--- src/rtl/multicycle_control_unit_pkg.sv ---
// Shared control types for the RV64 control units: ALU/writeback selects,
// multi-cycle state encoding, instruction classes and opcode/funct constants.
package multicycle_control_unit_pkg;

  typedef enum logic [1:0] {
    OP_ADD = 2'd0,
    OP_SUB = 2'd1,
    OP_AND = 2'd2,
    OP_OR  = 2'd3
  } aluOperation_t;

  typedef enum logic {
    ALU_SRC_REG = 1'b0,
    ALU_SRC_IMM = 1'b1
  } aluDataSrc_t;

  typedef enum logic {
    REG_SRC_ALU = 1'b0,
    REG_SRC_MEM = 1'b1
  } regDataSrc_t;

  typedef enum logic [2:0] {
    FETCH     = 3'd0,
    DECODE    = 3'd1,
    EXECUTE   = 3'd2,
    MEM       = 3'd3,
    WRITEBACK = 3'd4,
    FAULT     = 3'd5
  } ctrlState_t;

  typedef enum logic [3:0] {
    CLS_NONE = 4'd0,
    CLS_LD   = 4'd1,
    CLS_SD   = 4'd2,
    CLS_ADD  = 4'd3,
    CLS_SUB  = 4'd4,
    CLS_AND  = 4'd5,
    CLS_OR   = 4'd6,
    CLS_BEQ  = 4'd7,
    CLS_ADDI = 4'd8,
    CLS_ANDI = 4'd9,
    CLS_ORI  = 4'd10
  } instrClass_t;

  localparam logic [6:0] OPC_LOAD   = 7'b0000011;
  localparam logic [6:0] OPC_STORE  = 7'b0100011;
  localparam logic [6:0] OPC_OP     = 7'b0110011;
  localparam logic [6:0] OPC_OP_IMM = 7'b0010011;
  localparam logic [6:0] OPC_BRANCH = 7'b1100011;

  localparam logic [2:0] F3_ADD   = 3'b000;
  localparam logic [2:0] F3_AND   = 3'b111;
  localparam logic [2:0] F3_OR    = 3'b110;
  localparam logic [2:0] F3_DWORD = 3'b011;
  localparam logic [2:0] F3_BEQ   = 3'b000;

  localparam logic [6:0] F7_BASE = 7'b0000000;
  localparam logic [6:0] F7_ALT  = 7'b0100000;

  function automatic aluOperation_t class_alu_op(input instrClass_t cls);
    aluOperation_t op;
    case (cls)
      CLS_SUB, CLS_BEQ:  op = OP_SUB;
      CLS_AND, CLS_ANDI: op = OP_AND;
      CLS_OR, CLS_ORI:   op = OP_OR;
      default:           op = OP_ADD;
    endcase
    return op;
  endfunction

  function automatic aluDataSrc_t class_alu_src(input instrClass_t cls);
    aluDataSrc_t src;
    case (cls)
      CLS_LD, CLS_SD, CLS_ADDI, CLS_ANDI, CLS_ORI: src = ALU_SRC_IMM;
      default:                                     src = ALU_SRC_REG;
    endcase
    return src;
  endfunction

endpackage

--- src/rtl/multicycle_control_unit_instr_classifier.sv ---
// Combinational instruction classifier: opcode/funct3/funct7 to instruction
// class, with anything outside the supported subset flagged illegal.
module instr_classifier
  import multicycle_control_unit_pkg::*;
#(
  parameter int ENABLE_IMM_OPS = 1
) (
  input  logic [6:0]  opcode_in,
  input  logic [2:0]  funct3_in,
  input  logic [6:0]  funct7_in,
  output instrClass_t class_out,
  output logic        illegal_out
);

  always_comb begin
    class_out = CLS_NONE;
    case (opcode_in)
      OPC_LOAD:   if (funct3_in == F3_DWORD) class_out = CLS_LD;
      OPC_STORE:  if (funct3_in == F3_DWORD) class_out = CLS_SD;
      OPC_BRANCH: if (funct3_in == F3_BEQ)   class_out = CLS_BEQ;
      OPC_OP: begin
        if (funct7_in == F7_BASE) begin
          case (funct3_in)
            F3_ADD:  class_out = CLS_ADD;
            F3_AND:  class_out = CLS_AND;
            F3_OR:   class_out = CLS_OR;
            default: class_out = CLS_NONE;
          endcase
        end else if (funct7_in == F7_ALT && funct3_in == F3_ADD) begin
          class_out = CLS_SUB;
        end
      end
      OPC_OP_IMM: begin
        if (ENABLE_IMM_OPS != 0) begin
          case (funct3_in)
            F3_ADD:  class_out = CLS_ADDI;
            F3_AND:  class_out = CLS_ANDI;
            F3_OR:   class_out = CLS_ORI;
            default: class_out = CLS_NONE;
          endcase
        end
      end
      default: class_out = CLS_NONE;
    endcase
  end

  assign illegal_out = (class_out == CLS_NONE);

endmodule

--- src/rtl/multicycle_control_unit.sv ---
// Multi-cycle RV64 control unit: sequences FETCH/DECODE/EXECUTE/MEM/WRITEBACK
// with memory handshakes, wait timeout, sticky fault and retire counter.
module multicycle_control_unit
  import multicycle_control_unit_pkg::*;
#(
  parameter int ENABLE_IMM_OPS = 1,
  parameter int MEM_TIMEOUT    = 16,
  parameter int CNT_WIDTH      = 32
) (
  input  logic                 clk_in,
  input  logic                 rst_in,
  input  logic [31:0]          instr_in,
  input  logic                 instrValid_in,
  input  logic                 memReady_in,
  input  logic                 aluZero_in,
  output logic                 instrReq_out,
  output logic                 irWrite_out,
  output logic                 pcWrite_out,
  output logic                 pcSrcCtrl_out,
  output aluDataSrc_t          aluSrcCtrl_out,
  output aluOperation_t        aluOp_out,
  output logic                 memRead_out,
  output logic                 memWrite_out,
  output logic                 regWrite_out,
  output regDataSrc_t          regSrcCtrl_out,
  output logic                 fault_out,
  output ctrlState_t           state_out,
  output logic [CNT_WIDTH-1:0] retired_out
);

  localparam int WAIT_W = (MEM_TIMEOUT > 0) ? $clog2(MEM_TIMEOUT + 1) : 1;
  localparam logic [WAIT_W-1:0] WAIT_LAST = WAIT_W'(MEM_TIMEOUT - 1);

  ctrlState_t           r_state;
  ctrlState_t           w_stateNext;
  logic [6:0]           r_opcode;
  logic [2:0]           r_funct3;
  logic [6:0]           r_funct7;
  logic [WAIT_W-1:0]    r_waitCnt;
  logic [CNT_WIDTH-1:0] r_retired;
  logic [CNT_WIDTH-1:0] w_retiredNext;
  instrClass_t          w_class;
  logic                 w_illegal;
  logic                 w_waiting;
  logic                 w_timeout;
  logic                 w_retire;

  instr_classifier #(
    .ENABLE_IMM_OPS(ENABLE_IMM_OPS)
  ) u_classifier (
    .opcode_in  (r_opcode),
    .funct3_in  (r_funct3),
    .funct7_in  (r_funct7),
    .class_out  (w_class),
    .illegal_out(w_illegal)
  );

  assign w_waiting = ((r_state == FETCH) && !instrValid_in) ||
                     ((r_state == MEM) && !memReady_in);
  // A ready arriving on the last allowed cycle clears w_waiting, so it wins.
  assign w_timeout = (MEM_TIMEOUT != 0) && w_waiting && (r_waitCnt == WAIT_LAST);

  assign w_retiredNext = (&r_retired) ? r_retired : r_retired + CNT_WIDTH'(w_retire);

  always_ff @(posedge clk_in) begin
    if (rst_in) begin
      r_state   <= FETCH;
      r_waitCnt <= '0;
      r_retired <= '0;
    end else begin
      r_state   <= w_stateNext;
      r_retired <= w_retiredNext;
      if (w_stateNext != r_state) begin
        r_waitCnt <= '0;
      end else if (w_waiting) begin
        r_waitCnt <= r_waitCnt + 1'b1;
      end
    end
  end

  always_ff @(posedge clk_in) begin
    if (r_state == FETCH && instrValid_in) begin
      r_opcode <= instr_in[6:0];
      r_funct3 <= instr_in[14:12];
      r_funct7 <= instr_in[31:25];
    end
  end

  always_comb begin
    w_stateNext    = r_state;
    w_retire       = 1'b0;
    instrReq_out   = 1'b0;
    irWrite_out    = 1'b0;
    pcWrite_out    = 1'b0;
    pcSrcCtrl_out  = 1'b0;
    aluSrcCtrl_out = ALU_SRC_REG;
    aluOp_out      = OP_ADD;
    memRead_out    = 1'b0;
    memWrite_out   = 1'b0;
    regWrite_out   = 1'b0;
    regSrcCtrl_out = REG_SRC_ALU;
    case (r_state)
      FETCH: begin
        instrReq_out = 1'b1;
        if (instrValid_in) begin
          irWrite_out = 1'b1;
          w_stateNext = DECODE;
        end else if (w_timeout) begin
          w_stateNext = FAULT;
        end
      end
      DECODE: w_stateNext = w_illegal ? FAULT : EXECUTE;
      EXECUTE: begin
        aluOp_out      = class_alu_op(w_class);
        aluSrcCtrl_out = class_alu_src(w_class);
        if (w_class == CLS_BEQ) begin
          pcWrite_out   = 1'b1;
          pcSrcCtrl_out = aluZero_in;
          w_retire      = 1'b1;
          w_stateNext   = FETCH;
        end else if (w_class == CLS_LD || w_class == CLS_SD) begin
          w_stateNext = MEM;
        end else begin
          w_stateNext = WRITEBACK;
        end
      end
      MEM: begin
        aluOp_out      = OP_ADD;
        aluSrcCtrl_out = ALU_SRC_IMM;
        memRead_out    = (w_class == CLS_LD);
        memWrite_out   = (w_class == CLS_SD);
        if (memReady_in) begin
          if (w_class == CLS_LD) begin
            w_stateNext = WRITEBACK;
          end else begin
            pcWrite_out = 1'b1;
            w_retire    = 1'b1;
            w_stateNext = FETCH;
          end
        end else if (w_timeout) begin
          w_stateNext = FAULT;
        end
      end
      WRITEBACK: begin
        aluOp_out      = class_alu_op(w_class);
        aluSrcCtrl_out = class_alu_src(w_class);
        regWrite_out   = 1'b1;
        pcWrite_out    = 1'b1;
        regSrcCtrl_out = (w_class == CLS_LD) ? REG_SRC_MEM : REG_SRC_ALU;
        w_retire       = 1'b1;
        w_stateNext    = FETCH;
      end
      FAULT:   w_stateNext = FAULT;
      default: w_stateNext = FAULT;
    endcase
    // Outputs are held quiet for the whole reset cycle.
    if (rst_in) begin
      instrReq_out   = 1'b0;
      irWrite_out    = 1'b0;
      pcWrite_out    = 1'b0;
      pcSrcCtrl_out  = 1'b0;
      aluSrcCtrl_out = ALU_SRC_REG;
      aluOp_out      = OP_ADD;
      memRead_out    = 1'b0;
      memWrite_out   = 1'b0;
      regWrite_out   = 1'b0;
      regSrcCtrl_out = REG_SRC_ALU;
    end
  end

  assign fault_out   = !rst_in && (r_state == FAULT);
  assign state_out   = r_state;
  assign retired_out = rst_in ? '0 : w_retiredNext;

endmodule

--- config.mk ---
export PLATFORM = sky130hd
export DESIGN_NAME = multicycle_control_unit
export DESIGN_NICKNAME = d
export VERILOG_FILES = /design/src/rtl/multicycle_control_unit_pkg.sv /design/src/rtl/multicycle_control_unit_instr_classifier.sv /design/src/rtl/multicycle_control_unit.sv
export SDC_FILE = /design/constraint.sdc
export NUM_CORES = 1
export LEC_CHECK = 0
export CORE_UTILIZATION = 63
export DETAILED_ROUTE_END_ITERATION = 16
export DONT_BUFFER_PORTS = 1
export PLACE_DENSITY = 0.79
export SYNTH_ARGS = -nofsm -noshare
export SYNTH_HDL_FRONTEND = slang
export SYNTH_SLANG_ARGS = --single-unit
--- constraint.sdc ---
create_clock -name clk_in -period 4.9 [get_ports clk_in]
set_input_delay 0 -clock clk_in [delete_from_list [all_inputs] [get_ports clk_in]]
set_output_delay 0 -clock clk_in [all_outputs]
set_load 0.1 [all_outputs]
## Word-level counts from Yosys, hierarchy flattened

Cells that the tools add are included.

- Word-level logic and storage cells: 101
- Bits in registers: 57
- Output and inout port bits: 47

- Equality and inequality tests: 25
- Mux-type cells: 46
- Reduce and logical (&&, ||, !) cells: 22
- $add $sub $neg: 2

Operator list:

| kind | number |
|---|---|
| $mux W32 | 2 |
| $add A32 B1 Y32 | 1 |
| $reduce_and A32 Y1 | 1 |
| $mux W3 | 9 |
| $mux W1 | 24 |
| $eq A7 B6 Y1 const B | 3 |
| $pmux W4 S5 | 1 |
| $eq A4 B3 Y1 const B | 4 |
| $pmux W3 S5 | 1 |
| $eq A3 B3 Y1 const B | 4 |
| $eq A4 B4 Y1 const B | 3 |
| $pmux W4 S3 | 1 |
| $reduce_or A2 Y1 | 5 |
| $eq A3 B2 Y1 const B | 3 |
| $pmux W3 S3 | 1 |
| $eq A7 B2 Y1 const B | 1 |
| $eq A7 B5 Y1 const B | 1 |
| $eq A7 B7 Y1 const B | 1 |
| $logic_not A7 Y1 | 1 |
| $logic_and A1 B1 Y1 | 6 |
| $logic_not A3 Y1 | 2 |
| $mux W2 | 3 |
| $pmux W2 S3 | 1 |
| $add A5 B1 Y5 const B | 1 |
| 12 further kinds | 15 |

## Logic depth before layout (Yosys ltp)

Gate-level depths: netlist of the first run.

- Word-level depth: 12
- Gate-level depth with buffers: 13
- Mapped depth without buffers: 11

## Hierarchy

Synthesis of the first run repeated with hierarchy kept, for this count alone.

- Cell total of the unflattened synthesis: 350
- Area, all modules: 3150.5 um^2

By module, submodules not included:

| module | area an instance (um^2) | sequential area each (um^2) | cells an instance | times used |
|---|---|---|---|---|
| multicycle_control_unit | 2907.8 | 1311.3 | 320 | 1 |
| instr_classifier | 242.7 | 0.0 | 30 | 1 |

## Worst setup path before layout of the first run

No wires, ideal clock.

- Path kind: flip-flop to flip-flop
- Start: reg r_state[0], in the netlist state_out[0]
- End: reg r_retired[23]
- Path buffers: 2
- Data arrival time: 4.858 ns
- Stages on the path, launching flop included: 10
- Setup slack: -0.304 ns
- Clock period less this slack: 5.204 ns
- Cell sequence: dfxtp_1 clkbuf_1 a31oi_1 o22ai_1 ha_1 and3_1 a21boi_0 clkbuf_1 a41oi_1 nor3_1

- Cells in the longest elaborated chain, start to end: 5

Ends and longest elaborated chain:

| element | line | source |
|---|---|---|
| start: declaration | multicycle_control_unit.sv:34 | `ctrlState_t r_state;` |
| start signal: assignment | multicycle_control_unit.sv:71 | `r_state <= w_stateNext;` |
| $eq A3 B3 Y1 / $eq A3 B2 Y1 (equally long branches) | multicycle_control_unit.sv:102 | `case (r_state)` |
| $pmux W1 S3 (*) | multicycle_control_unit.sv:102 |  |
| $add A32 B1 Y32 (*) | multicycle_control_unit.sv:63 | `assign w_retiredNext = (&r_retired) ? r_retired : r_retired + CNT_WIDTH'(w_retire);` |
| $mux W32 (*) | multicycle_control_unit.sv:63 |  |
| $mux W32 (*) | - |  |
| named net retired_out[23] | multicycle_control_unit.sv:28 | `output logic [CNT_WIDTH-1:0] retired_out` |
| end signal: assignment | multicycle_control_unit.sv:72 | `r_retired <= w_retiredNext;` |
| end: declaration | multicycle_control_unit.sv:40 | `logic [CNT_WIDTH-1:0] r_retired;` |

The timed path passes the listed nets; every way through them passes the cells marked *.
A chain may end at the register's enable or synchronous reset.

## Worst setup path in the final report of the first run

- Start: reg r_funct3[0]
- End: out retired_out[14]

- Cells in the longest elaborated chain, start to end: 12

Ends and longest elaborated chain:

| element | line | source |
|---|---|---|
| start: declaration | multicycle_control_unit.sv:37 | `logic [2:0] r_funct3;` |
| start signal: assignment | multicycle_control_unit.sv:84 | `r_funct3 <= instr_in[14:12];` |
| branches (longest 4 deep; another with $mux W4) | - |  |
| $pmux W4 S5 (*) | multicycle_control_unit_instr_classifier.sv:17 | `case (opcode_in)` |
| $eq A4 B1 Y1 | multicycle_control_unit.sv:133 | `if (w_class == CLS_LD) begin` |
| $mux W1 | multicycle_control_unit.sv:133 |  |
| $mux W1 | multicycle_control_unit.sv:132 | `if (memReady_in) begin` |
| $pmux W1 S3 (*) | multicycle_control_unit.sv:102 |  |
| $add A32 B1 Y32 (*) | multicycle_control_unit.sv:63 |  |
| $mux W32 (*) | multicycle_control_unit.sv:63 |  |
| $mux W32 (*) | - |  |
| end: declaration | multicycle_control_unit.sv:28 |  |

Every way passes the cells marked *.

==> results of run 1 <==
cell families (layout without fill, tap and decap cells):
family,Yosys count,in the layout,synth area share [%]
and+or+nand+nor,165,165,30.71
buffers and inverters,16,79,2.307
adders and majority gates,4,4,1.709
DFF,57,57,44.77
xor gates and xnor gates,34,34,10.17
AOI/OAI and AO/OA,40,40,9.996
muxes,1,1,0.3417
metal layers:
| metal | part of all wire, % | up-vias | track usage (%) |
|---|---|---|---|
| met5 | 0 | - | 3.333 |
| li1 | - | 1256 | - |
| met3 | 9.8 | 70 | 13.71 |
| met2 | 47 | 237 | 66.13 |
| met4 | 6.4 | 0 | 23.56 |
| met1 | 37 | 1341 | 48.17 |
flip-flops by register name (all words and copies together), names as in the netlist:
signal and count:
r_funct3 3, r_funct7 7, r_opcode 7, r_retired 32
r_waitCnt 5, state_out 3
placed cells by master (no fill, tap or decap), types with 3 or more instances in the layout:
cell type and n:
sky130_fd_sc_hd__a21oi_1 5, sky130_fd_sc_hd__a31oi_1 3, sky130_fd_sc_hd__and2_1 6, sky130_fd_sc_hd__and3_1 9, sky130_fd_sc_hd__and3b_2 3, sky130_fd_sc_hd__and4_1 4
sky130_fd_sc_hd__buf_4 36, sky130_fd_sc_hd__bufinv_16 3, sky130_fd_sc_hd__clkbuf_16 4, sky130_fd_sc_hd__clkbuf_8 9, sky130_fd_sc_hd__dfxtp_1 39, sky130_fd_sc_hd__dlygate4sd3_1 20
sky130_fd_sc_hd__edfxtp_1 17, sky130_fd_sc_hd__ha_1 4, sky130_fd_sc_hd__nand2_1 23, sky130_fd_sc_hd__nand2b_1 3, sky130_fd_sc_hd__nand3_1 18, sky130_fd_sc_hd__nand4_1 10
sky130_fd_sc_hd__nor2_1 19, sky130_fd_sc_hd__nor2_2 32, sky130_fd_sc_hd__nor2b_1 4, sky130_fd_sc_hd__nor3_1 3, sky130_fd_sc_hd__nor3_2 3, sky130_fd_sc_hd__nor3b_1 3
sky130_fd_sc_hd__nor4_1 6, sky130_fd_sc_hd__o21a_1 3, sky130_fd_sc_hd__o21ai_0 9, sky130_fd_sc_hd__or3_1 3, sky130_fd_sc_hd__xnor2_1 9, sky130_fd_sc_hd__xor2_1 25
per-stage QoR:
stage	cell area, um2	total power (uW)
after floorplan	2934	610.2
after global placement	3443	626.0
after detailed placement	3443	628.6
after CTS	3897	1169
after global routing	3897	1217
final	3897	1194
power by group through the flow:
stage	Sequential [uW]	Clock, uW	Combinational (uW)
after global placement	535	0	91.0
after detailed placement	536	0	92.9
after floorplan	532	0	78.1
after global routing	530	559	127
final	529	544	121
after CTS	526	527	116
critical path, delay by kind of cell, from the launching register on:
| kind | cells | cell delay (ns) |
|---|---|---|
| simple gates | 6 | 1.68 |
| compound gates | 3 | 0.63 |
| flops | 1 | 0.53 |
| buf+inv | 2 | 0.49 |
| xor+xnor | 1 | 0.41 |
| fa+ha+maj | 1 | 0.31 |
cell type report:
type | instances | area [um2]
Inverter | 2 | 7.507
Clock inverter | 6 | 106.4
Fill cell | 172 | 516.7
Clock buffer | 10 | 127.6
Tap cell | 52 | 65.06
Multi-Input combinational cell | 244 | 1688
Sequential cell | 57 | 1313
Timing Repair Buffer | 61 | 590.6
worst paths after layout:
| check | startpoint | cells after the start | endpoint | slack, ns |
|---|---|---|---|---|
| setup / recovery | r_funct3[0]$_DFFE_PP_ | 13 | retired_out[14] | 0.49 |
| hold reg to reg | r_retired[27]$_DFF_P_ | 2 | r_retired[27]$_DFF_P_ | 0.56 |
| setup reg to reg | r_funct3[0]$_DFFE_PP_ | 13 | r_retired[14]$_DFF_P_ | 0.68 |
| hold / removal | rst_in | 2 | r_retired[10]$_DFF_P_ | 0.03 |
==> reports/qor.json, run 1 <==
{
  "placement": {
    "dp.final_hpwl_um": 4513,
    "place.detailed.instances": 395,
    "portBuffers": 0,
    "globalplace.congestion": 0.8495,
    "dp_slack_ns": 1.336
  },
  "grt": {
    "global_route.usage.total_pct": 41.31,
    "largest_net_degree_at_the_start_of_global_routing": 35,
    "grt_pass1_vias": 2840,
    "antenna_found_initial": 0,
    "grt_remaining_overflow": 0,
    "global_route_wire_length_before_repair_um": 15260
  },
  "logic_synthesis": {
    "ys_dominant_reg_cell": "sky130_fd_sc_hd__dfxtp_1",
    "sequential_to_total_area_share_from_yosys_stat_pct": 44.77,
    "synth_top_cells_by_count": "51 x sky130_fd_sc_hd__nor2_1, 40 x sky130_fd_sc_hd__dfxtp_1, 25 x sky130_fd_sc_hd__xor2_1",
    "synth_top_cell_area_share_pct": 27.34,
    "async_reset_ff_share_pct": 0,
    "post_syn_area_um2": 2929,
    "ys_top_cells_by_area": "sky130_fd_sc_hd__dfxtp_1 27%, sky130_fd_sc_hd__edfxtp_1 17%, sky130_fd_sc_hd__xor2_1 7.5%",
    "synth-edff-count": 17,
    "post-synth-top-count-cell": "sky130_fd_sc_hd__nor2_1",
    "synth.distinct_cells": 55,
    "syn-instance-count": 317,
    "yosys_warnings": 0,
    "mappedNetlistNets": 358,
    "yosys_register_bits": 57,
    "syn-mean-instance-area_um2": 9.240,
    "synth_top_cell_by_area": "sky130_fd_sc_hd__dfxtp_1"
  },
  "sta": {
    "post-route-period-util_pct": 90.06,
    "drv_slew": 0,
    "clock.fmax_mhz": 226.6,
    "final-hold-violation-count": 0,
    "final.setup_skew_ns": 0.008676,
    "finalCriticalPeriod_ns": 4.413,
    "setup_repair_after_global_routing_missed_its_margin": "false",
    "hold-worst-slack_ns": 0.02782,
    "timing.final.setup_violations": 0,
    "timing.final.ws_setup_ns": 0.4871,
    "setup_total_negative_slack_ns": 0,
    "slew_worst_pin_ns": 1.178,
    "relSlewSlack_pct": 21.50
  },
  "detailed_routing": {
    "totalWireLength_um": 9734,
    "detailedRoute.firstPassIterationCount": 7,
    "post_drt_wl_per_cell_um": 22.53,
    "drt_iter0_drc": 451,
    "detail-route-antenna-nets": 0,
    "avgViaCountPerCell": 6.722,
    "num_vias": 2904,
    "drt_drc_violations_left": 0
  },
  "cts": {
    "cts.clk_slew.worst_paths_ns": 0.07,
    "cts_inserted_buffers": 9,
    "ctsRootBufferMaster": "sky130_fd_sc_hd__clkbuf_8",
    "postCtsResizedCells": 0,
    "tritoncts_num_sinks": 57,
    "clock_tree.htree_level_count": 3,
    "maximum_clock_path_buffer_count": 2,
    "insertion_delay_ns": 0.35,
    "cts_hold_buffers": 21,
    "number_of_post_cts_setup_repair_buffers": 0,
    "tritoncts": "yes"
  },
  "setup_path": {
    "critical_path_peak_fanout": 14,
    "worstPathArrival_ns": 4.41,
    "critical-path-slowest-cell": "sky130_fd_sc_hd__nor3b_1",
    "critPathLaunchType": "flip-flop",
    "crit_path_cell_trace": "nor3b_1 > nand4_1 > nor2_1 > a31oi_1 > o22ai_1 > ha_1 > and3_1 > a21boi_0 > buf_4 > nand4_1 > xor2_1 > nor2_2 > buf_4",
    "critPathKind": "reg -> out",
    "crit_required_ns": 4.90,
    "setup.worst_path.end_class": "output port",
    "crit_path_max_incr_delay_ns": 0.57
  },
  "hold_path": {
    "timing.hold.worst.class": "in -> reg"
  },
  "die": {
    "die_ar_um2": 4926,
    "top_level_ports": 84,
    "floorplan.initialDensity_pct": 66.35,
    "core_area_um2": 4414,
    "core.rowCount": 24,
    "die_w_um": 70.19,
    "chip_height_um": 70.19
  },
  "finish": {
    "num_antenna_cells": 0,
    "areaGrowthSynthToFinish_pct": 33.06,
    "final_core_util_pct": 88.29,
    "finish.net_count": 416,
    "instances_no_fill": 432,
    "post_route_cells_drive_above_1_share_pct": 30.00
  },
  "pwr": {
    "power_switching_share_pct": 26.16,
    "share_comb_of_total_power_pct": 10.2,
    "p_int_uw": 881.7,
    "power.share.clock_pct": 45.5,
    "seq_power_share_pct": 44.3,
    "max-vdd-ir-drop_v": 0.0004184,
    "power.switching_uw": 312.4,
    "p_leak_uw": 0.001467,
    "power_density_nw_per_um2": 306.4
  },
  "flow_run": {
    "cap_viol_max_count": 0
  },
  "run_status": {
    "status": "finished, final reports clean"
  }
}
Power figures use the tool's default switching activity.
==> inputs of run 2 (changes only) <==
Settings changed: CORE_ASPECT_RATIO set to 1.4, REMOVE_ABC_BUFFERS set to 1.
==> reports/qor.json, run 2 (synthesized netlist as in run 1, its figures left out) <==
{
  "run_status": {
    "status": "finished, final reports clean"
  },
  "hold_path": {
    "min-delay-start": "rst_in",
    "timing.hold.worst.class": "in -> reg",
    "hold_path_depth": {"value": 2, "change": "unchanged"},
    "min_to": "r_retired[3]$_DFF_P_"
  },
  "finish": {
    "finish.net_count": {"value": 416, "change": "unchanged"},
    "layout.cell_area.non_filler": {"value": 3885, "unit": "um2", "change": "-0.32%"},
    "top_register": "r_retired",
    "largest_registers": "r_retired (32), r_funct7 (7), r_opcode (7)",
    "num-fill-cells": {"value": 246, "change": "+43%"},
    "most_frequent_standard_cell_in_the_layout_excluding_fill_and_tap_cells": "sky130_fd_sc_hd__dfxtp_1",
    "layout_common_cells": "39 x sky130_fd_sc_hd__dfxtp_1, 35 x sky130_fd_sc_hd__buf_4, 32 x sky130_fd_sc_hd__nor2_2, 25 x sky130_fd_sc_hd__xor2_1, 23 x sky130_fd_sc_hd__nand2_1",
    "number_of_flip_flops_under_the_largest_register_name": {"value": 32, "change": "unchanged"},
    "num_antenna_cells": {"value": 0, "change": "unchanged"},
    "post_route_cells_drive_above_1_share": {"value": 30.53, "unit": "%", "change": "+0.53 points"},
    "areaGrowthSynthToFinish_pct": 32.64
  },
  "grt": {
    "grt_remaining_overflow": {"value": 0, "change": "unchanged"},
    "global_route_wire_length_before_repair": {"value": 11940, "unit": "um", "change": "-22%"},
    "grt_pass1_vias": {"value": 2626, "change": "-7.5%"},
    "largest_net_degree_at_the_start_of_global_routing": {"value": 37, "change": "+5.7%"},
    "antenna_found_initial": {"value": 0, "change": "unchanged"},
    "global_route.usage.total": {"value": 33.14, "unit": "%", "change": "-8.2 points"}
  },
  "setup_path": {
    "critPathLaunchType": "flip-flop",
    "r2r_end": "r_retired[17]$_DFF_P_",
    "setup.reg_to_reg.worst_slack": {"value": 1.00, "unit": "ns", "change": "+0.32 ns"},
    "critPathKind": "reg -> out",
    "cp_most_frequent_cell": "sky130_fd_sc_hd__nand4_1",
    "worstPathArrival": {"value": 4.13, "unit": "ns", "change": "-0.28 ns"},
    "path_buf_inv": {"value": 1, "change": "-1"},
    "critical-path-slowest-cell": "sky130_fd_sc_hd__a21oi_1",
    "r2r_cells": {"value": 12, "change": "-1"},
    "critical_path_peak_fanout": {"value": 9, "change": "-5"},
    "setup.worst_path.end_class": "output port",
    "rr_startpoint": "r_funct3[1]$_DFFE_PP_",
    "crit_path_max_incr_delay": {"value": 0.59, "unit": "ns", "change": "+0.02 ns"},
    "crit_path_cell_trace": "nor3b_1 > nand4_1 > nor2_1 > a31oi_1 > o22ai_1 > ha_1 > nand3_1 > a21oi_1 > nand4_1 > xor2_1 > nor2_2 > buf_4",
    "cpLargestDelayFamily": "simple AND/OR/NAND/NOR gates",
    "crit_required": {"value": 4.90, "unit": "ns", "change": "about the same"}
  },
  "cts": {
    "insertion_delay": {"value": 0.35, "unit": "ns", "change": "about the same"},
    "tritoncts_num_sinks": {"value": 57, "change": "unchanged"},
    "clock_tree.htree_level_count": {"value": 3, "change": "unchanged"},
    "tritoncts": "yes",
    "maximum_clock_path_buffer_count": {"value": 2, "change": "unchanged"},
    "number_of_post_cts_setup_repair_buffers": {"value": 0, "change": "unchanged"},
    "cts.clk_slew.worst_paths": {"value": 0.07, "unit": "ns", "change": "about the same"},
    "cts_inserted_buffers": {"value": 9, "change": "unchanged"},
    "ctsRootBufferMaster": "sky130_fd_sc_hd__clkbuf_8"
  },
  "detailed_routing": {
    "detail-route-antenna-nets": {"value": 0, "change": "unchanged"},
    "post_drt_wl_per_cell": {"value": 17.61, "unit": "um", "change": "-22%"},
    "drt_drc_violations_left": {"value": 0, "change": "unchanged"},
    "num_vias": {"value": 2685, "change": "-7.5%"},
    "drt_iter0_drc": {"value": 189, "change": "-58%"},
    "totalWireLength": {"value": 7783, "unit": "um", "change": "-20%"},
    "detailedRoute.firstPassIterationCount": {"value": 4, "change": "-3"},
    "avgViaCountPerCell": {"value": 6.075, "change": "-9.6%"}
  },
  "sta": {
    "timing.final.setup_violations": {"value": 0, "change": "unchanged"},
    "hold-worst-slack": {"value": 0.02683, "unit": "ns", "change": "-0.0009928 ns"},
    "final.setup_skew": {"value": 0.01420, "unit": "ns", "change": "+0.005527 ns"},
    "post-route-period-util": {"value": 84.28, "unit": "%", "change": "-5.8 points"},
    "finalCriticalPeriod": {"value": 4.130, "unit": "ns", "change": "-0.2832 ns"},
    "setup_repair_after_global_routing_missed_its_margin": "false",
    "final-hold-violation-count": {"value": 0, "change": "unchanged"},
    "relSlewSlack": {"value": 21.54, "unit": "%", "change": "+0.038 points"},
    "slew_worst_pin": {"value": 1.178, "unit": "ns", "change": "-0.0005683 ns"},
    "clock.fmax": {"value": 242.1, "unit": "MHz", "change": "+6.9%"},
    "drv_slew": {"value": 0, "change": "unchanged"}
  },
  "die": {
    "die_w": {"value": 59.63, "unit": "um", "change": "-15%"},
    "chip_height": {"value": 82.68, "unit": "um", "change": "+18%"},
    "top_level_ports": {"value": 84, "change": "unchanged"},
    "core_area": {"value": 4499, "unit": "um2", "change": "+1.9%"},
    "die_ar": {"value": 4930, "unit": "um2", "change": "about the same"},
    "floorplan.initialDensity": {"value": 65.10, "unit": "%", "change": "-1.3 points"},
    "core.rowCount": {"value": 29, "change": "+21%"}
  },
  "placement": {
    "globalplace.congestion": {"value": 0.9099, "change": "+7.1%"},
    "detailed_place.area": {"value": 3470, "unit": "um2", "change": "+0.76%"},
    "dp.final_hpwl": {"value": 4754, "unit": "um", "change": "+5.3%"},
    "portBuffers": {"value": 0, "change": "unchanged"}
  },
  "pwr": {
    "p_leak": {"value": 0.001456, "unit": "uW", "change": "-0.78%"},
    "power_density": {"value": 278.0, "unit": "nW/um2", "change": "-9.3%"},
    "max-vdd-ir-drop": {"value": 0.0002895, "unit": "V", "change": "-31%"}
  },
  "flow_run": {
    "cap_viol_max_count": {"value": 0, "change": "unchanged"}
  }
}
## run 2: how the worst max path moves through the flow
| stage | start | endpoint | slack, ns | cells past startpoint |
|---|---|---|---|---|
| after floorplan | state_out[0]$_SDFF_PP0_ | r_retired[23]$_DFF_P_ | -0.59 | 7 |
| after global placement | r_funct3[0]$_DFFE_PP_ | r_retired[29]$_DFF_P_ | 1.40 | 12 |
| after detailed placement | r_funct3[1]$_DFFE_PP_ | r_retired[13]$_DFF_P_ | 1.32 | 12 |
| after CTS | r_funct3[1]$_DFFE_PP_ | retired_out[29] | 0.94 | 12 |
| after global routing | r_funct3[1]$_DFFE_PP_ | retired_out[8] | 0.53 | 13 |
| final | r_funct3[1]$_DFFE_PP_ | retired_out[17] | 0.77 | 12 |
## run 2: repair_timing
item | CTS | global route
endpoints found under the hold margin | 57 | 0
gates resized for setup | 0 | 0
hold buffers | 21 | 0
## run 2: per-layer routing
metal	up-vias	track usage, %	wire length (um)
li1	1249	-	-
met1	1284	33.43	2854
met2	127	59.89	4123
met3	25	10.12	514
met4	0	17.91	291
met5	-	0	0
## run 2: stage by stage
stage / power (uW) / setup TNS (ns) / cells / util, % / setup slack, ns
final: 1080 / 0 / 442 / 86.35 / 0.7703
after CTS: 1077 / 0 / 442 / 86.35 / 0.9411
after floorplan: 602.7 / -0.8298 / 303 / - / -0.5881
after detailed placement: 630.2 / 0 / 405 / 77.11 / 1.323
after global routing: 1113 / 0 / 442 / 86.35 / 0.5334
after global placement: 626.6 / 0 / 405 / 77.11 / 1.404
## run 2: layout make-up
cell class / instances / area (um2) / area share [%]
Multi-Input combinational cell: 244 / 1682 / 43.28
Sequential cell: 57 / 1313 / 33.78
Clock inverter: 7 / 71.32 / 1.836
Timing Repair Buffer: 61 / 610.6 / 15.72
Inverter: 2 / 7.507 / 0.1932
Clock buffer: 9 / 123.9 / 3.188
Tap cell: 62 / 77.57 / 1.997
## run 2: where the power goes
group | switching, uW | internal, uW
Sequential | 23.1 | 502
Combinational | 75.1 | 44.2
Clock | 202 | 233
Total | 300 | 780
## run 2: worst reg2reg max path, cell delays in order (launching register included)
cell                       delay (ns)
sky130_fd_sc_hd__edfxtp_1        0.53
sky130_fd_sc_hd__nor3b_1         0.48
sky130_fd_sc_hd__nand4_1         0.41
sky130_fd_sc_hd__nor2_1          0.20
sky130_fd_sc_hd__a31oi_1         0.06
sky130_fd_sc_hd__o22ai_1         0.38
sky130_fd_sc_hd__ha_1            0.27
sky130_fd_sc_hd__nand3_1         0.08
sky130_fd_sc_hd__a21oi_1         0.59
sky130_fd_sc_hd__nand4_1         0.20
sky130_fd_sc_hd__xor2_1          0.19
sky130_fd_sc_hd__nor2_2          0.10
sky130_fd_sc_hd__buf_4           0.31
==> inputs of run 3 (changes only) <==
Clock period 4.9 ns to 4.06 ns, I/O delays scaled along.
==> reports/qor.json, run 3 (synthesized netlist as in run 1, its figures left out) <==
{
  "run_status": {
    "status": "finished, final reports clean"
  },
  "placement": {
    "detailed_place.area": {"value": 3700, "unit": "um2", "change": "+6.6%"},
    "globalplace.congestion": {"value": 0.9590, "change": "+5.4%"},
    "dp_slack": {"value": 0.6553, "unit": "ns", "change": "-0.6680 ns"},
    "portBuffers": {"value": 0, "change": "unchanged"},
    "dp.final_hpwl": {"value": 5172, "unit": "um", "change": "+8.8%"}
  },
  "detailed_routing": {
    "detail-route-antenna-nets": {"value": 0, "change": "unchanged"},
    "routed.top_layer": "met4",
    "totalWireLength": {"value": 10310, "unit": "um", "change": "+32%"},
    "num_vias": {"value": 3023, "change": "+13%"},
    "routed-wl-met3": {"value": 913, "unit": "um", "change": "+78%"},
    "drt_iter0_drc": {"value": 497, "change": "+160%"},
    "avgViaCountPerCell": {"value": 6.748, "change": "+11%"},
    "route.met2.wl": {"value": 5270, "unit": "um", "change": "+28%"},
    "post_drt_wl_per_cell": {"value": 23.01, "unit": "um", "change": "+31%"},
    "detailedRoute.firstPassIterationCount": {"value": 8, "change": "+4"},
    "routedLengthMet1": {"value": 3334, "unit": "um", "change": "+17%"},
    "drt_drc_violations_left": {"value": 0, "change": "unchanged"}
  },
  "sta": {
    "timing.final.ws_setup": {"value": 0.1243, "unit": "ns", "change": "-0.6460 ns"},
    "post-route-period-util_pct": 96.94,
    "relSlewSlack": {"value": 28.52, "unit": "%", "change": "+7.0 points"},
    "drv_slew": {"value": 0, "change": "unchanged"},
    "clock.fmax_mhz": 254.1,
    "final-hold-violation-count": {"value": 0, "change": "unchanged"},
    "timing.final.setup_violations": {"value": 0, "change": "unchanged"},
    "setup_total_negative_slack": {"value": 0, "unit": "ns", "change": "unchanged"},
    "finalCriticalPeriod_ns": 3.936,
    "final.setup_skew": {"value": 0.01699, "unit": "ns", "change": "+0.002789 ns"},
    "slew_worst_pin": {"value": 1.069, "unit": "ns", "change": "-0.1088 ns"}
  },
  "pwr": {
    "seq_power_share": {"value": 46.3, "unit": "%", "change": "-2.3 points"},
    "max-vdd-ir-drop": {"value": 0.0004075, "unit": "V", "change": "+41%"},
    "power_density": {"value": 333.8, "unit": "nW/um2", "change": "+20%"},
    "share_comb_of_total_power": {"value": 10.9, "unit": "%", "change": "about the same"},
    "power.switching": {"value": 381.3, "unit": "uW", "change": "+27%"},
    "p_leak": {"value": 0.001532, "unit": "uW", "change": "+5.2%"},
    "total_power": {"value": 1383, "unit": "uW", "change": "+28%"},
    "power.share.clock": {"value": 42.8, "unit": "%", "change": "+2.5 points"},
    "p_int": {"value": 1001, "unit": "uW", "change": "+28%"},
    "power_switching_share": {"value": 27.58, "unit": "%", "change": "-0.23 points"}
  },
  "finish": {
    "number_of_flip_flops_under_the_largest_register_name": {"value": 32, "change": "unchanged"},
    "areaGrowthSynthToFinish_pct": 41.39,
    "layout_common_cells": "39 x sky130_fd_sc_hd__dfxtp_1, 33 x sky130_fd_sc_hd__nor2_2, 25 x sky130_fd_sc_hd__xor2_1, 23 x sky130_fd_sc_hd__nand2_1, 23 x sky130_fd_sc_hd__buf_4",
    "largest_registers": "r_retired (32), r_funct7 (7), r_opcode (7)",
    "finish.net_count": {"value": 420, "change": "+0.96%"},
    "num-fill-cells": {"value": 172, "change": "-30%"},
    "top_register": "r_retired",
    "most_frequent_standard_cell_in_the_layout_excluding_fill_and_tap_cells": "sky130_fd_sc_hd__dfxtp_1",
    "post_route_cells_drive_above_1_share": {"value": 31.25, "unit": "%", "change": "+0.72 points"},
    "multi_input_comb_area": {"value": 1689, "unit": "um2", "change": "+0.45%"},
    "ff_latch_area": {"value": 1313, "unit": "um2", "change": "unchanged"},
    "layout.cell_area.non_filler": {"value": 4141, "unit": "um2", "change": "+6.6%"}
  },
  "cts": {
    "maximum_clock_path_buffer_count": {"value": 2, "change": "unchanged"},
    "tritoncts_num_sinks": {"value": 57, "change": "unchanged"},
    "insertion_delay": {"value": 0.35, "unit": "ns", "change": "about the same"},
    "tritoncts": "yes",
    "cts_inserted_buffers": {"value": 9, "change": "unchanged"},
    "cts.clk_slew.worst_paths": {"value": 0.07, "unit": "ns", "change": "about the same"},
    "number_of_post_cts_setup_repair_buffers": {"value": 0, "change": "unchanged"},
    "ctsRootBufferMaster": "sky130_fd_sc_hd__clkbuf_8",
    "clock_tree.htree_level_count": {"value": 3, "change": "unchanged"}
  },
  "setup_path": {
    "critical-path-slowest-cell": "sky130_fd_sc_hd__edfxtp_1",
    "setup.worst_path.end_class": "output port",
    "critPathKind": "reg -> out",
    "worstPathArrival": {"value": 3.94, "unit": "ns", "change": "-0.19 ns"},
    "critical_path_peak_fanout": {"value": 14, "change": "+5"},
    "r2r_end": "r_retired[28]$_DFF_P_",
    "crit_path_cell_trace": "nor3b_2 > nand4_1 > nor2_2 > a31oi_1 > o22ai_1 > ha_1 > and3_1 > a21boi_0 > buf_4 > nand3_1 > xor2_1 > nor2_2 > buf_12",
    "rr_startpoint": "r_funct3[0]$_DFFE_PP_",
    "r2r_cells": {"value": 12, "change": "unchanged"},
    "critPathLaunchType": "flip-flop",
    "setup.reg_to_reg.worst_slack": {"value": 0.38, "unit": "ns", "change": "-0.62 ns"},
    "cp_most_frequent_cell": "sky130_fd_sc_hd__nor2_2",
    "crit_required": {"value": 4.06, "unit": "ns", "change": "-0.84 ns"},
    "crit_path_max_incr_delay": {"value": 0.56, "unit": "ns", "change": "-0.03 ns"}
  },
  "grt": {
    "antenna_found_initial": {"value": 1, "change": "+1"},
    "global_route.usage.total": {"value": 42.87, "unit": "%", "change": "+9.7 points"},
    "largest_net_degree_at_the_start_of_global_routing": {"value": 36, "change": "-2.7%"},
    "global_route_wire_length_before_repair": {"value": 14920, "unit": "um", "change": "+25%"},
    "grt_pass1_vias": {"value": 2899, "change": "+10%"},
    "grt_remaining_overflow": {"value": 0, "change": "unchanged"}
  },
  "die": {
    "floorplan.initialDensity": {"value": 65.10, "unit": "%", "change": "unchanged"},
    "core.rowCount": {"value": 29, "change": "unchanged"},
    "chip_height": {"value": 82.68, "unit": "um", "change": "unchanged"},
    "core_area": {"value": 4499, "unit": "um2", "change": "unchanged"},
    "top_level_ports": {"value": 84, "change": "unchanged"},
    "die_w": {"value": 59.63, "unit": "um", "change": "unchanged"},
    "die_ar": {"value": 4930, "unit": "um2", "change": "unchanged"}
  },
  "hold_path": {
    "hold_path_depth": {"value": 2, "change": "unchanged"},
    "timing.hold.worst.class": "in -> reg",
    "min-delay-start": "rst_in",
    "min_to": "r_retired[9]$_DFF_P_"
  },
  "flow_run": {
    "cap_viol_max_count": {"value": 0, "change": "unchanged"}
  }
}
-- run 3: changes by cell type in the layout (fill, tap and decap cells not counted), moves of 2 or more --
| cell | before | now |
|---|---|---|
| sky130_fd_sc_hd__diode_2 | 0 | 2 |
| sky130_fd_sc_hd__buf_4 | 35 | 23 |
| sky130_fd_sc_hd__buf_12 | 1 | 17 |
| sky130_fd_sc_hd__clkinvlp_4 | 3 | 1 |
| sky130_fd_sc_hd__clkinv_1 | 0 | 2 |
-- run 3: area by class of cell --
| class | instances | share of cell area, % |
|---|---|---|
| clock buffers | 9 | 2.991 |
| diodes | 2 | 0.1208 |
| inverters | 2 | 0.1813 |
| well taps | 62 | 1.873 |
| clock inverters | 7 | 2.054 |
| multi-input cells | 244 | 40.79 |
| repair buffers | 65 | 20.30 |
| flip-flops and latches | 57 | 31.69 |
-- run 3: timing repair --
item                                   4_1_cts  5_1_grt
endpoints found under the hold margin       56        0
gates resized for setup                      0        2
setup endpoints to repair                    0       21
hold buffers                                21        0
-- run 3: per-layer routing --
metal  vias up  global-route usage, %
li1       1267                      -
met1      1433                  42.59
met2       238                  76.52
met3        85                  13.24
met4         0                  26.51
met5         -                      0
-- run 3: how the worst max path moves through the flow --
stage / endpoint / from / slack (ns)
final: retired_out[15] / r_funct3[0]$_DFFE_PP_ / 0.12
after global routing: retired_out[14] / r_funct3[2]$_DFFE_PP_ / -0.009
after CTS: retired_out[14] / r_funct3[0]$_DFFE_PP_ / 0.29
after detailed placement: r_retired[27]$_DFF_P_ / r_funct3[1]$_DFFE_PP_ / 0.66
after global placement: r_retired[27]$_DFF_P_ / r_funct3[1]$_DFFE_PP_ / 0.74
after floorplan: r_retired[23]$_DFF_P_ / state_out[0]$_SDFF_PP0_ / -1.43
-- run 3: critical path: cells and delay by family, from the launching register on --
| family | cells | cell delay [ns] |
|---|---|---|
| flops | 1 | 0.56 |
| buf+inv | 2 | 0.46 |
| xor+xnor | 1 | 0.18 |
| compound gates | 3 | 0.66 |
| fa+ha+maj | 1 | 0.28 |
| simple gates | 6 | 1.43 |
-- run 3: stage by stage --
| stage | hold WS [ns] | utilization [%] | cells |
|---|---|---|---|
| 3_3_place_gp | 0.07328 | 82.23 | 409 |
| 6_report | 0.01660 | 92.05 | 448 |
| 4_1_cts | 0.01195 | 91.77 | 446 |
| 3_5_place_dp | 0.07756 | 82.23 | 409 |
| 2_1_floorplan | 0.06907 | - | 303 |
| 5_1_grt | -0.003558 | 92.05 | 448 |
-- run 3: power by group through the flow --
stage	Clock, uW	Combinational, uW	Sequential [uW]
final	592	151	640
after global routing	609	158	641
after floorplan	0	79.8	648
after global placement	0	112	645
after CTS	568	143	635
after detailed placement	0	115	647
